--- config.mk ---
export PLATFORM = sky130hd
export DESIGN_NAME = cmd_aggregator
export DESIGN_NICKNAME = d
export VERILOG_FILES = /design/src/rtl/cmd_aggregator_pkg.sv /design/src/rtl/cmd_aggregator_resp_tx_queue.sv /design/src/rtl/cmd_aggregator.sv
export SDC_FILE = /design/constraint.sdc
export NUM_CORES = 1
export LEC_CHECK = 0
export ABC_CLOCK_PERIOD_IN_PS = 6100
export CAP_MARGIN = 15
export CORE_MARGIN = 2
export CORE_UTILIZATION = 42
export DETAILED_ROUTE_END_ITERATION = 7
export DONT_BUFFER_PORTS = 1
export GPL_TIMING_DRIVEN = 0
export PLACE_DENSITY = 0.65
export RECOVER_POWER = 25
export SYNTH_ARGS = -nofsm -noshare
export SYNTH_HDL_FRONTEND = slang
export SYNTH_SLANG_ARGS = --single-unit
export TNS_END_PERCENT = 10
--- constraint.sdc ---
create_clock -name clk -period 6.1 [get_ports clk]
set_input_delay 1.22 -clock clk [delete_from_list [all_inputs] [get_ports clk]]
set_output_delay 1.22 -clock clk [all_outputs]
set_load 0.05 [all_outputs]
--- src/rtl/cmd_aggregator_pkg.sv ---
// Shared types and constants for the UART command front end and its dispatcher.
package cmd_aggregator_pkg;

    localparam int unsigned CMD_BYTES = 3;
    localparam int unsigned BYTE_W    = 8;
    localparam int unsigned CMD_W     = CMD_BYTES * BYTE_W;

    localparam logic [BYTE_W-1:0] RESP_ACK  = 8'hA5;
    localparam logic [BYTE_W-1:0] RESP_NACK = 8'hEE;

    typedef enum logic [1:0] {B0, B1, B2, FULL} rx_state_e;
    typedef enum logic {TX_IDLE, TX_WAIT} tx_state_e;

endpackage

--- src/rtl/cmd_aggregator_resp_tx_queue.sv ---
// Response path to the UART transmitter: one byte in flight plus a one-entry holding slot.
module resp_tx_queue
    import cmd_aggregator_pkg::*;
(
    input  logic              clk,
    input  logic              rst_n,
    input  logic              send_resp_i,
    input  logic [BYTE_W-1:0] resp_data_i,
    input  logic              tx_done_i,
    output logic [BYTE_W-1:0] tx_data_o,
    output logic              trmt_o,
    output logic              resp_sent_o,
    output logic              resp_overrun_o
);

    tx_state_e         state_q, state_d;
    logic [BYTE_W-1:0] tx_data_q, tx_data_d;
    logic [BYTE_W-1:0] slot_q, slot_d;
    logic              slot_vld_q, slot_vld_d;
    logic              trmt_q, trmt_d;
    logic              sent_q, sent_d;
    logic              overrun_q, overrun_d;
    logic              bypass_c;

    always_ff @(posedge clk or negedge rst_n) begin
        if (!rst_n) begin
            state_q    <= TX_IDLE;
            tx_data_q  <= '0;
            slot_q     <= '0;
            slot_vld_q <= 1'b0;
            trmt_q     <= 1'b0;
            sent_q     <= 1'b0;
            overrun_q  <= 1'b0;
        end else begin
            state_q    <= state_d;
            tx_data_q  <= tx_data_d;
            slot_q     <= slot_d;
            slot_vld_q <= slot_vld_d;
            trmt_q     <= trmt_d;
            sent_q     <= sent_d;
            overrun_q  <= overrun_d;
        end
    end

    // A request arriving with tx_done and an empty slot skips the slot and starts at once.
    always_comb begin
        state_d    = state_q;
        tx_data_d  = tx_data_q;
        slot_d     = slot_q;
        slot_vld_d = slot_vld_q;
        trmt_d     = 1'b0;
        sent_d     = 1'b0;
        overrun_d  = overrun_q;
        bypass_c   = 1'b0;
        case (state_q)
            TX_IDLE: begin
                if (send_resp_i) begin
                    tx_data_d = resp_data_i;
                    trmt_d    = 1'b1;
                    state_d   = TX_WAIT;
                end
            end
            TX_WAIT: begin
                if (tx_done_i) begin
                    sent_d = 1'b1;
                    if (slot_vld_q) begin
                        tx_data_d  = slot_q;
                        trmt_d     = 1'b1;
                        slot_vld_d = 1'b0;
                    end else if (send_resp_i) begin
                        tx_data_d = resp_data_i;
                        trmt_d    = 1'b1;
                        bypass_c  = 1'b1;
                    end else begin
                        state_d = TX_IDLE;
                    end
                end
                if (send_resp_i && !bypass_c) begin
                    if (slot_vld_q) begin
                        overrun_d = 1'b1;
                    end else begin
                        slot_d     = resp_data_i;
                        slot_vld_d = 1'b1;
                    end
                end
            end
            default: state_d = TX_IDLE;
        endcase
    end

    assign tx_data_o      = tx_data_q;
    assign trmt_o         = trmt_q;
    assign resp_sent_o    = sent_q;
    assign resp_overrun_o = overrun_q;

endmodule

--- src/rtl/cmd_aggregator.sv ---
// UART-side command front end: assembles 3 rx bytes into a 24-bit command with an
// inter-byte timeout, and forwards dispatcher responses to the transmitter.
module cmd_aggregator
    import cmd_aggregator_pkg::*;
#(
    parameter int unsigned TIMEOUT_CYCLES = 50000
) (
    input  logic              clk,
    input  logic              rst_n,
    input  logic [BYTE_W-1:0] rx_data,
    input  logic              rx_rdy,
    output logic              clr_rx_rdy,
    output logic [CMD_W-1:0]  cmd,
    output logic              cmd_rdy,
    input  logic              clr_cmd_rdy,
    input  logic [BYTE_W-1:0] resp_data,
    input  logic              send_resp,
    output logic              resp_sent,
    output logic [BYTE_W-1:0] tx_data,
    output logic              trmt,
    input  logic              tx_done,
    output logic              resp_overrun
);

    localparam int unsigned    TMR_W    = $clog2(TIMEOUT_CYCLES + 1);
    localparam logic [TMR_W-1:0] TMR_LAST = TMR_W'(TIMEOUT_CYCLES - 1);

    rx_state_e        state_q, state_d;
    logic [CMD_W-1:0] cmd_q, cmd_d;
    logic             cmd_rdy_q, cmd_rdy_d;
    logic             clr_q, clr_d;
    logic [TMR_W-1:0] tmr_q, tmr_d;
    logic             take_c;

    always_ff @(posedge clk or negedge rst_n) begin
        if (!rst_n) begin
            state_q   <= B0;
            cmd_q     <= '0;
            cmd_rdy_q <= 1'b0;
            clr_q     <= 1'b0;
            tmr_q     <= '0;
        end else begin
            state_q   <= state_d;
            cmd_q     <= cmd_d;
            cmd_rdy_q <= cmd_rdy_d;
            clr_q     <= clr_d;
            tmr_q     <= tmr_d;
        end
    end

    // rx_rdy is still high while our clear pulse is out, so it is ignored that cycle.
    always_comb begin
        state_d   = state_q;
        cmd_d     = cmd_q;
        cmd_rdy_d = cmd_rdy_q;
        clr_d     = 1'b0;
        tmr_d     = tmr_q;
        take_c    = rx_rdy && !clr_q;
        case (state_q)
            B0: begin
                tmr_d = '0;
                if (take_c) begin
                    cmd_d[CMD_W-1 -: BYTE_W] = rx_data;
                    clr_d   = 1'b1;
                    state_d = B1;
                end
            end
            B1, B2: begin
                if (tmr_q == TMR_LAST) begin
                    // Partial command dropped; a byte arriving now starts a fresh one.
                    state_d = B0;
                    tmr_d   = '0;
                    if (take_c) begin
                        cmd_d[CMD_W-1 -: BYTE_W] = rx_data;
                        clr_d   = 1'b1;
                        state_d = B1;
                    end
                end else if (take_c) begin
                    clr_d = 1'b1;
                    tmr_d = '0;
                    if (state_q == B1) begin
                        cmd_d[2*BYTE_W-1 -: BYTE_W] = rx_data;
                        state_d = B2;
                    end else begin
                        cmd_d[BYTE_W-1:0] = rx_data;
                        cmd_rdy_d = 1'b1;
                        state_d   = FULL;
                    end
                end else begin
                    tmr_d = tmr_q + TMR_W'(1);
                end
            end
            FULL: begin
                tmr_d = '0;
                if (clr_cmd_rdy) begin
                    cmd_rdy_d = 1'b0;
                    state_d   = B0;
                end
            end
            default: state_d = B0;
        endcase
    end

    assign clr_rx_rdy = clr_q;
    assign cmd        = cmd_q;
    assign cmd_rdy    = cmd_rdy_q;

    resp_tx_queue u_resp_tx_queue (
        .clk            (clk),
        .rst_n          (rst_n),
        .send_resp_i    (send_resp),
        .resp_data_i    (resp_data),
        .tx_done_i      (tx_done),
        .tx_data_o      (tx_data),
        .trmt_o         (trmt),
        .resp_sent_o    (resp_sent),
        .resp_overrun_o (resp_overrun)
    );

endmodule

# == After elaboration in Yosys (flattened, before gate mapping) ==
# Cells that the tools add are included.
# word_totals
reg_bits,65
inputBits,22
output_inout_bits,37
wordCells,86
# op_classes
n_addsub,1
n_eq_ne,12
n_mux,38
bitwise,4
reduce_logical,17
# ops
cell,count
$mux 8,5
$mux 16,2
$pmux 16 s2,1
$pmux 8 s2,2
$mux 1,20
$add 16x1->16 const B,1
$eq 16x16->1 const B,1
$ne 2x2->1 const B,7
$reduce_and 3->1,3
$mux 2,4
$reduce_and 4->1,2
$pmux 1 s2,3
$pmux 2 s3,1
$reduce_and 5->1,1
$eq 2x2->1 const B,2
$not 1->1,4
$reduce_bool 2->1,2
$reduce_or 2->1,2
$ne 3x3->1 const B,1
$reduce_or 3->1,1
$eq 2x1->1 const B,1
$logic_and 1x1->1,2
$logic_not 1->1,2
$logic_not 2->1,1
$reduce_and 2->1,1

# == Depth between registers and ports, before layout ==
# Gate-level depths: netlist of the first run.
# depth
ltp_word,7
mapped_depth,7
ltp_nobuf,6

# == Cells and area by module ==
# From an unflattened synthesis of the first run, not the netlist that was laid out.
# hier_totals
hier_cells,226
area_unflattened_um2,2946.6
# by_module_without_submodules
mod,instances,cells_each,area_per_inst_um2,seq_area_each_um2
cmd_aggregator,1,168,2072.0,1101.1
resp_tx_queue,1,58,874.6,525.5

# == Worst setup path before layout of the first run ==
# Ideal clock, no wire load.
# synth_timing
path_kind,input-to-reg
from,in send_resp
to,reg u_resp_tx_queue.slot_q[0]
setup_ps,125
t_arrival_ps,2253
path_slack_ps,3722
stages,3
n_path_buf,0
cell_sequence,nand2_1 > nor3_1 > mux2_2
# synth_between
elab_chain_len,7
# synth_lines
item,line,rtl
start: declaration,cmd_aggregator.sv:17,"input logic send_resp,"
$mux 1,cmd_aggregator_resp_tx_queue.sv:70,end else if (send_resp_i) begin
$mux 1,cmd_aggregator_resp_tx_queue.sv:66,if (slot_vld_q) begin
$mux 1,cmd_aggregator_resp_tx_queue.sv:64,if (tx_done_i) begin
$mux 1,cmd_aggregator_resp_tx_queue.sv:55,case (state_q)
$logic_not 1->1,cmd_aggregator_resp_tx_queue.sv:78,if (send_resp_i && !bypass_c) begin
$logic_and 1x1->1 *,cmd_aggregator_resp_tx_queue.sv:78,
$reduce_and 3->1 (no line) *,n/a,
end signal: assignment,cmd_aggregator_resp_tx_queue.sv:37,slot_q <= slot_d;
end: declaration,cmd_aggregator_resp_tx_queue.sv:18,"logic [BYTE_W-1:0] slot_q, slot_d;"
# Mark *: on every way between the ends. The rest lies on a longest branch, timed or not. The select of a mux whose other input is x is not followed.
# A chain may end at the register's enable or synchronous reset.

# == Final worst setup path of the first run ==
# layout_timing
from,reg tmr_q[7]
to,reg cmd_q[4] (netlist: cmd[4])
# layout_between
elab_chain_len,3
# layout_lines
item,line,rtl
start: declaration,cmd_aggregator.sv:32,"logic [TMR_W-1:0] tmr_q, tmr_d;"
start signal: assignment,cmd_aggregator.sv:47,tmr_q <= tmr_d;
$eq 16x16->1,cmd_aggregator.sv:69,if (tmr_q == TMR_LAST) begin
$not 1->1 (no line),n/a,
$reduce_and 4->1 (no line),n/a,
end signal: assignment,cmd_aggregator.sv:44,cmd_q <= cmd_d;
end: declaration,cmd_aggregator.sv:29,"logic [CMD_W-1:0] cmd_q, cmd_d;"
# Every way passes these cells.

==> flow_summary.json, run 1 <==
{
  "status": "completed",
  "fin_nets": 281,
  "cts.repair.resized": 0,
  "viasPerCell": 5.34,
  "syn_inst": 240,
  "row_count": 30,
  "ys_types": 37,
  "first_iter_violations": 101,
  "nFillCells": 598,
  "grt_pass1_wl_um": 8520,
  "io_buffers": 0,
  "setup_viol": 0,
  "start_util": 0.431,
  "io-pin-count": 59,
  "drive_gt1_frac": 0.206,
  "clockBufferDepth": 2,
  "p_per_area_mw_per_mm2": 532,
  "grt_max_degree": 66,
  "cts_made_buffers": 9,
  "path_clk_slew_ns": 0.07,
  "slowest_delay_ns": 0.51,
  "endpoint_kind": "flop",
  "period_share": 0.393,
  "hpwl_um": 3500,
  "p_leak_nw": 1.42,
  "grt_pass1_vias": 1813,
  "arrival_ns": 2.62,
  "drt-total-wl_um": 5140,
  "cts_root_buffer": "clkbuf_8",
  "syn_avg_cell_area_um2": 12.1,
  "ys_ff_latch": 65,
  "final_area_mm2": 0.00320,
  "dieArea_mm2": 0.00762,
  "slew_violations": 0,
  "drt_pass1_iterations": 4,
  "grt_usage": 0.144,
  "synthToLayoutAreaGrowth_pct": 9.88,
  "die_y_um": 87.3,
  "drcViolationCount": 0,
  "crit_required_ns": 6.32,
  "synth_edf_count": 0,
  "synth_seq_area_share": 0.558,
  "hold_path.class": "flop to flop",
  "htree_levels": 3,
  "place_area_mm2": 0.00301,
  "ys_async_sr_fraction": 1.00,
  "routedWlPerCell_um": 15.2,
  "cts_sinks": 65,
  "clock_latency_ns": 0.34,
  "setup_tns_ns": 0,
  "core_area_mm2": 0.00676,
  "final_antenna_net_count": 0,
  "num_vias": 1798,
  "syn_nets": 269,
  "synthFlopType": "dfrtp_1",
  "cpMaxStageDelayCell": "or4b_1",
  "rsz0062_at_grt": "false",
  "critPathLaunchType": "flop",
  "reg2reg_slack_ns": 3.70,
  "cp_num_buf_inv": 2,
  "max_freq_mhz": 417,
  "maxCapViolCount": 0,
  "postCtsSetupBuffers": 0,
  "tightest_slew_ns": 0.617,
  "cts_tree": "yes",
  "synth_warnings": 0,
  "cts_hold_buf": 0,
  "worst_path_most_repeated_cell": "buf_2",
  "syn_area_mm2": 0.00291,
  "hold_viol": 0,
  "criticalPathCategory": "flop to flop",
  "antenna_cells": 0,
  "fin_crit_ns": 2.40,
  "critPathTopFamily": "simple AND/OR/NAND/NOR gates",
  "grt_remaining_overflow": 0,
  "die_x_um": 87.3,
  "antenna_found_initial": 0,
  "path_max_fanout": 10,
  "clock_skew_ns": 0.00790,
  "ir_drop_uv": 221,
  "cp_cell_sequence": "or4b_1, or4_1, buf_2, or3b_2, buf_2, mux2_2",
  "place_congestion": 0.788,
  "slew_headroom": 0.589
}
cells by family (layout without fill, tap and decap cells):
| family | after synthesis | in the layout | share of synthesized area |
|---|---|---|---|
| AOI/OAI and AO/OA | 20 | 20 | 0.0395 |
| muxes | 41 | 41 | 0.165 |
| xor gates and xnor gates | 14 | 14 | 0.0421 |
| adders and majority gates | 7 | 7 | 0.0301 |
| buffers and inverters | 16 | 33 | 0.0245 |
| and+or+nand+nor | 77 | 77 | 0.141 |
| DFF | 65 | 65 | 0.558 |
worst register-to-register path: stages (launching register included):
cell and delay (ns):
dfrtp_1 0.44, or4b_1 0.51, or4_1 0.39, buf_2 0.19, or3b_2 0.20, buf_2 0.21, mux2_2 0.36
worst paths after layout:
check / from / to / cells past startpoint
worst min register to register: tmr_q[0] / tmr_q[0] / 1
worst min-delay path: tmr_q[0] / tmr_q[0] / 1
max in group asynchronous: rst_n / u_resp_tx_queue.slot_q[4] / 0
worst max-delay path: tmr_q[7] / cmd[4] / 6
worst max register to register: tmr_q[7] / cmd[4] / 6
min in group asynchronous: rst_n / cmd_rdy / 0
layout by cell type, fill, tap and decap left out, types with 2 or more instances in the layout:
master / netlist / routed
nand2_1: 7 / 7
o21ai_0: 2 / 2
inv_1: 6 / 6
mux2_2: 22 / 22
clkbuf_8: 0 / 10
nor3_1: 2 / 2
and2_1: 2 / 2
clkinv_2: 0 / 2
nand3_1: 7 / 7
xor2_1: 9 / 9
clkbuf_1: 6 / 6
buf_2: 3 / 3
nor2_1: 29 / 29
nand2b_1: 3 / 3
mux2_1: 2 / 2
nand4bb_1: 2 / 2
clkinvlp_4: 0 / 2
mux2i_1: 9 / 9
dfrtp_1: 65 / 65
nand4_1: 9 / 9
a21oi_1: 13 / 13
nor4_1: 4 / 4
and4_1: 2 / 2
ha_1: 7 / 7
and3_1: 3 / 3
xnor2_1: 5 / 5
mux2_4: 8 / 8
cell usage after synthesis, drive strengths merged (2+ instances only):
master   count  area share
dfrtp       65        0.56
mux2        32        0.13
nor2        29       0.037
a21oi       13       0.022
mux2i        9       0.031
nand4        9       0.019
xor2         9       0.027
ha           7       0.030
nand2        7      0.0090
nand3        7       0.012
clkbuf       6      0.0077
inv          6      0.0077
xnor2        5       0.015
buf          4      0.0090
nor4         4      0.0086
and3         3      0.0064
nand2b       3      0.0064
and2         2      0.0043
and4         2      0.0060
nand4bb      2      0.0077
nor3         2      0.0034
o21ai        2      0.0034
metal layers:
metal | wire (um) | vias up | GRT usage
li1 | - | 866 | -
met1 | 2370 | 878 | 0.176
met2 | 2310 | 50 | 0.216
met3 | 409 | 4 | 0.0739
met4 | 40 | 0 | 0.0545
met5 | 0 | - | 0
layout make-up:
class,instances,area (um^2),share of cell area
sequential,65,1630,0.508
tap,80,100,0.0313
clock buffer,10,138,0.0430
clock inverter,6,42.5,0.0133
inverter,6,22.5,0.00703
buffer,10,48.8,0.0152
multi-input combinational,159,1220,0.380
timing repair buffer,1,7.51,0.00234
registers in the layout, indices dropped and copies added, names as in the netlist:
name / flops
cmd: 24
u_resp_tx_queue.trmt_o: 1
u_resp_tx_queue.resp_overrun_o: 1
u_resp_tx_queue.slot_q: 8
clr_rx_rdy: 1
u_resp_tx_queue.resp_sent_o: 1
cmd_rdy: 1
tmr_q: 16
state_q: 2
u_resp_tx_queue.state_q: 1
u_resp_tx_queue.tx_data_o: 8
u_resp_tx_queue.slot_vld_q: 1
through the flow:
step	std cells	setup slack (ns)	power, W	util	hold WS [ns]
2_1_floorplan	240	3.72	0.00131	-	0.447
3_3_place_gp	320	3.40	0.00138	0.446	0.474
3_5_place_dp	320	3.43	0.00139	0.446	0.480
4_1_cts	336	3.70	0.00172	0.473	0.490
5_1_grt	337	3.51	0.00181	0.474	0.529
6_report	337	3.70	0.00170	0.474	0.488
where the power goes:
group	leakage, nW	switching, W	total [W]	internal, W
registers	0.793	0.000461	0.00102	0.000556
logic	0.535	0.000161	0.000359	0.000197
clock network	0.0887	0.000168	0.000327	0.000159
Note: power is estimated with default switching activity, not from simulation.
==> inputs of run 2 (changes only) <==
--- a/config.mk
+++ b/config.mk
@@ -5,7 +5,7 @@
 export SDC_FILE = /design/constraint.sdc
 export NUM_CORES = 1
 export LEC_CHECK = 0
-export ABC_CLOCK_PERIOD_IN_PS = 6100
+export ABC_CLOCK_PERIOD_IN_PS = 2400
 export CAP_MARGIN = 15
 export CORE_MARGIN = 2
 export CORE_UTILIZATION = 42
==> constraint.sdc (replaced) <==
create_clock -name clk -period 2.4 [get_ports clk]
set_input_delay 0.48 -clock clk [delete_from_list [all_inputs] [get_ports clk]]
set_output_delay 0.48 -clock clk [all_outputs]
set_load 0.05 [all_outputs]
==> flow_summary.json, run 2 (synthesis gave the netlist of run 1 again) <==
{
  "status": "complete, but fails checks",
  "violations": "max-capacitance violations, max-slew violations",
  "tightest_slew_ns": 1.57,
  "clock_latency_ns": 0.34,
  "place_congestion": 0.788,
  "ir_drop_uv": 563,
  "die_y_um": 87.3,
  "maxCapViolCount": 1,
  "antenna_found_initial": 0,
  "routedWlPerCell_um": 15.5,
  "cts_tree": "yes",
  "cts_sinks": 65,
  "fin_crit_ns": 2.36,
  "critPathTopFamily": "simple AND/OR/NAND/NOR gates",
  "drive_gt1_frac": 0.233,
  "slew_headroom": -0.0498,
  "p_per_area_mw_per_mm2": 1350,
  "path_max_fanout": 10,
  "synthToLayoutAreaGrowth_pct": 10.6,
  "io-pin-count": 59,
  "cts_made_buffers": 9,
  "drt-total-wl_um": 5250,
  "row_count": 30,
  "viasPerCell": 5.32,
  "drt_pass1_iterations": 4,
  "cp_cell_sequence": "or4b_1, or4_1, buf_4, a211o_1, buf_6, mux2_4",
  "final_antenna_net_count": 0,
  "setup_tns_ns": 0,
  "endpoint_kind": "flop",
  "drcViolationCount": 0,
  "largest_reg_flops": 24,
  "grt_pass1_vias": 1806,
  "crit_required_ns": 2.63,
  "cp_num_buf_inv": 2,
  "grt_remaining_overflow": 0,
  "slew_violations": 66,
  "core_area_mm2": 0.00676,
  "hold_path.class": "input pin to flop",
  "fin_nets": 282,
  "die_x_um": 87.3,
  "first_iter_violations": 71,
  "hpwl_um": 3500,
  "reg2reg_slack_ns": 0.04,
  "htree_levels": 3,
  "setup_viol": 0,
  "final_area_mm2": 0.00322,
  "rsz0062_at_grt": "false",
  "hold_viol": 0,
  "slowest_delay_ns": 0.51,
  "max_freq_mhz": 423,
  "path_clk_slew_ns": 0.07,
  "grt_pass1_wl_um": 8580,
  "grt_usage": 0.145,
  "period_share": 0.985,
  "cpMaxStageDelayCell": "or4b_1",
  "io_buffers": 0,
  "start_util": 0.431,
  "cts_root_buffer": "clkbuf_8",
  "dieArea_mm2": 0.00762,
  "criticalPathCategory": "flop to flop",
  "antenna_cells": 0,
  "final_common_cell": "dfrtp_1",
  "place_area_mm2": 0.00301,
  "num_vias": 1799,
  "critPathLaunchType": "flop",
  "arrival_ns": 2.59,
  "final_cell_mix": "dfrtp_1 (62), nor2_1 (29), mux2_2 (22)",
  "grt_max_degree": 66,
  "clock_skew_ns": 0.00765,
  "clockBufferDepth": 2,
  "p_leak_nw": 1.42
}
-- run 2: cell count changes in the layout (fill, tap and decap cells not counted) --
cell      before  now
buf_2          3    1
buf_4          0    3
clkbuf_1       6    4
clkbuf_2       0    2
dfrtp_1       65   62
dfrtp_2        0    3
ha_1           7    6
ha_2           0    1
-- run 2: path summary, 6_finish.rpt --
check                                          endpoint       from  depth (start not counted)
min in group asynchronous                       cmd[12]      rst_n                          1
worst min-delay path            u_resp_tx_queue.state_q  send_resp                          1
worst min register to register                 tmr_q[0]   tmr_q[0]                          1
worst max register to register                  cmd[22]   tmr_q[5]                          6
worst max-delay path                            cmd[22]   tmr_q[5]                          6
max in group asynchronous                      tmr_q[7]      rst_n                          1
-- run 2: power breakdown --
part           switching [W]  total (W)  leakage (nW)  internal (W)
Combinational       0.000435   0.000939         0.548      0.000505
Clock               0.000431   0.000835        0.0887      0.000404
Sequential           0.00117    0.00258         0.788       0.00141
-- run 2: worst register-to-register path, stage by stage, from the launching register on --
cell and delay (ns):
dfrtp_1 0.41, or4b_1 0.52, or4_1 0.40, buf_4 0.18
a211o_1 0.30, buf_6 0.16, mux2_4 0.30
-- run 2: routing by layer --
metal / routed length [um] / GRT usage / up-vias
met4: 32 / 0.0545 / 0
met3: 411 / 0.0739 / 2
met1: 2460 / 0.181 / 876
met2: 2350 / 0.213 / 52
met5: 0 / 0 / -
li1: - / - / 869
-- run 2: through the flow --
step	hold WS (ns)	std cells	power [W]	worst slack, ns	utilization
4_1_cts	0.0119	336	0.00440	0.0152	0.476
5_1_grt	0.231	338	0.00462	0.00204	0.477
2_1_floorplan	0.184	240	0.00332	0.117	-
6_report	0.244	338	0.00436	0.0354	0.477
3_5_place_dp	0.187	320	0.00353	-0.00299	0.446
3_3_place_gp	0.186	320	0.00351	0.00645	0.446
-- run 2: area by class of cell --
type                       instances  area, um^2
fill                             595        3530
sequential                        65        1630
multi-input combinational        159        1220
clock buffer                      10         138
tap                               80         100
buffer                             8        43.8
clock inverter                     6        42.5
timing repair buffer               4        27.5
inverter                           6        22.5
-- run 2: repair_timing --
action                                  in CTS  in global routing
buffers inserted                             0                  2
hold buffers                                 1                  0
endpoints found under the setup margin       1                 28
resized for setup                            0                  8
hold endpoints to repair                    65                  0
gates cloned                                 0                  0
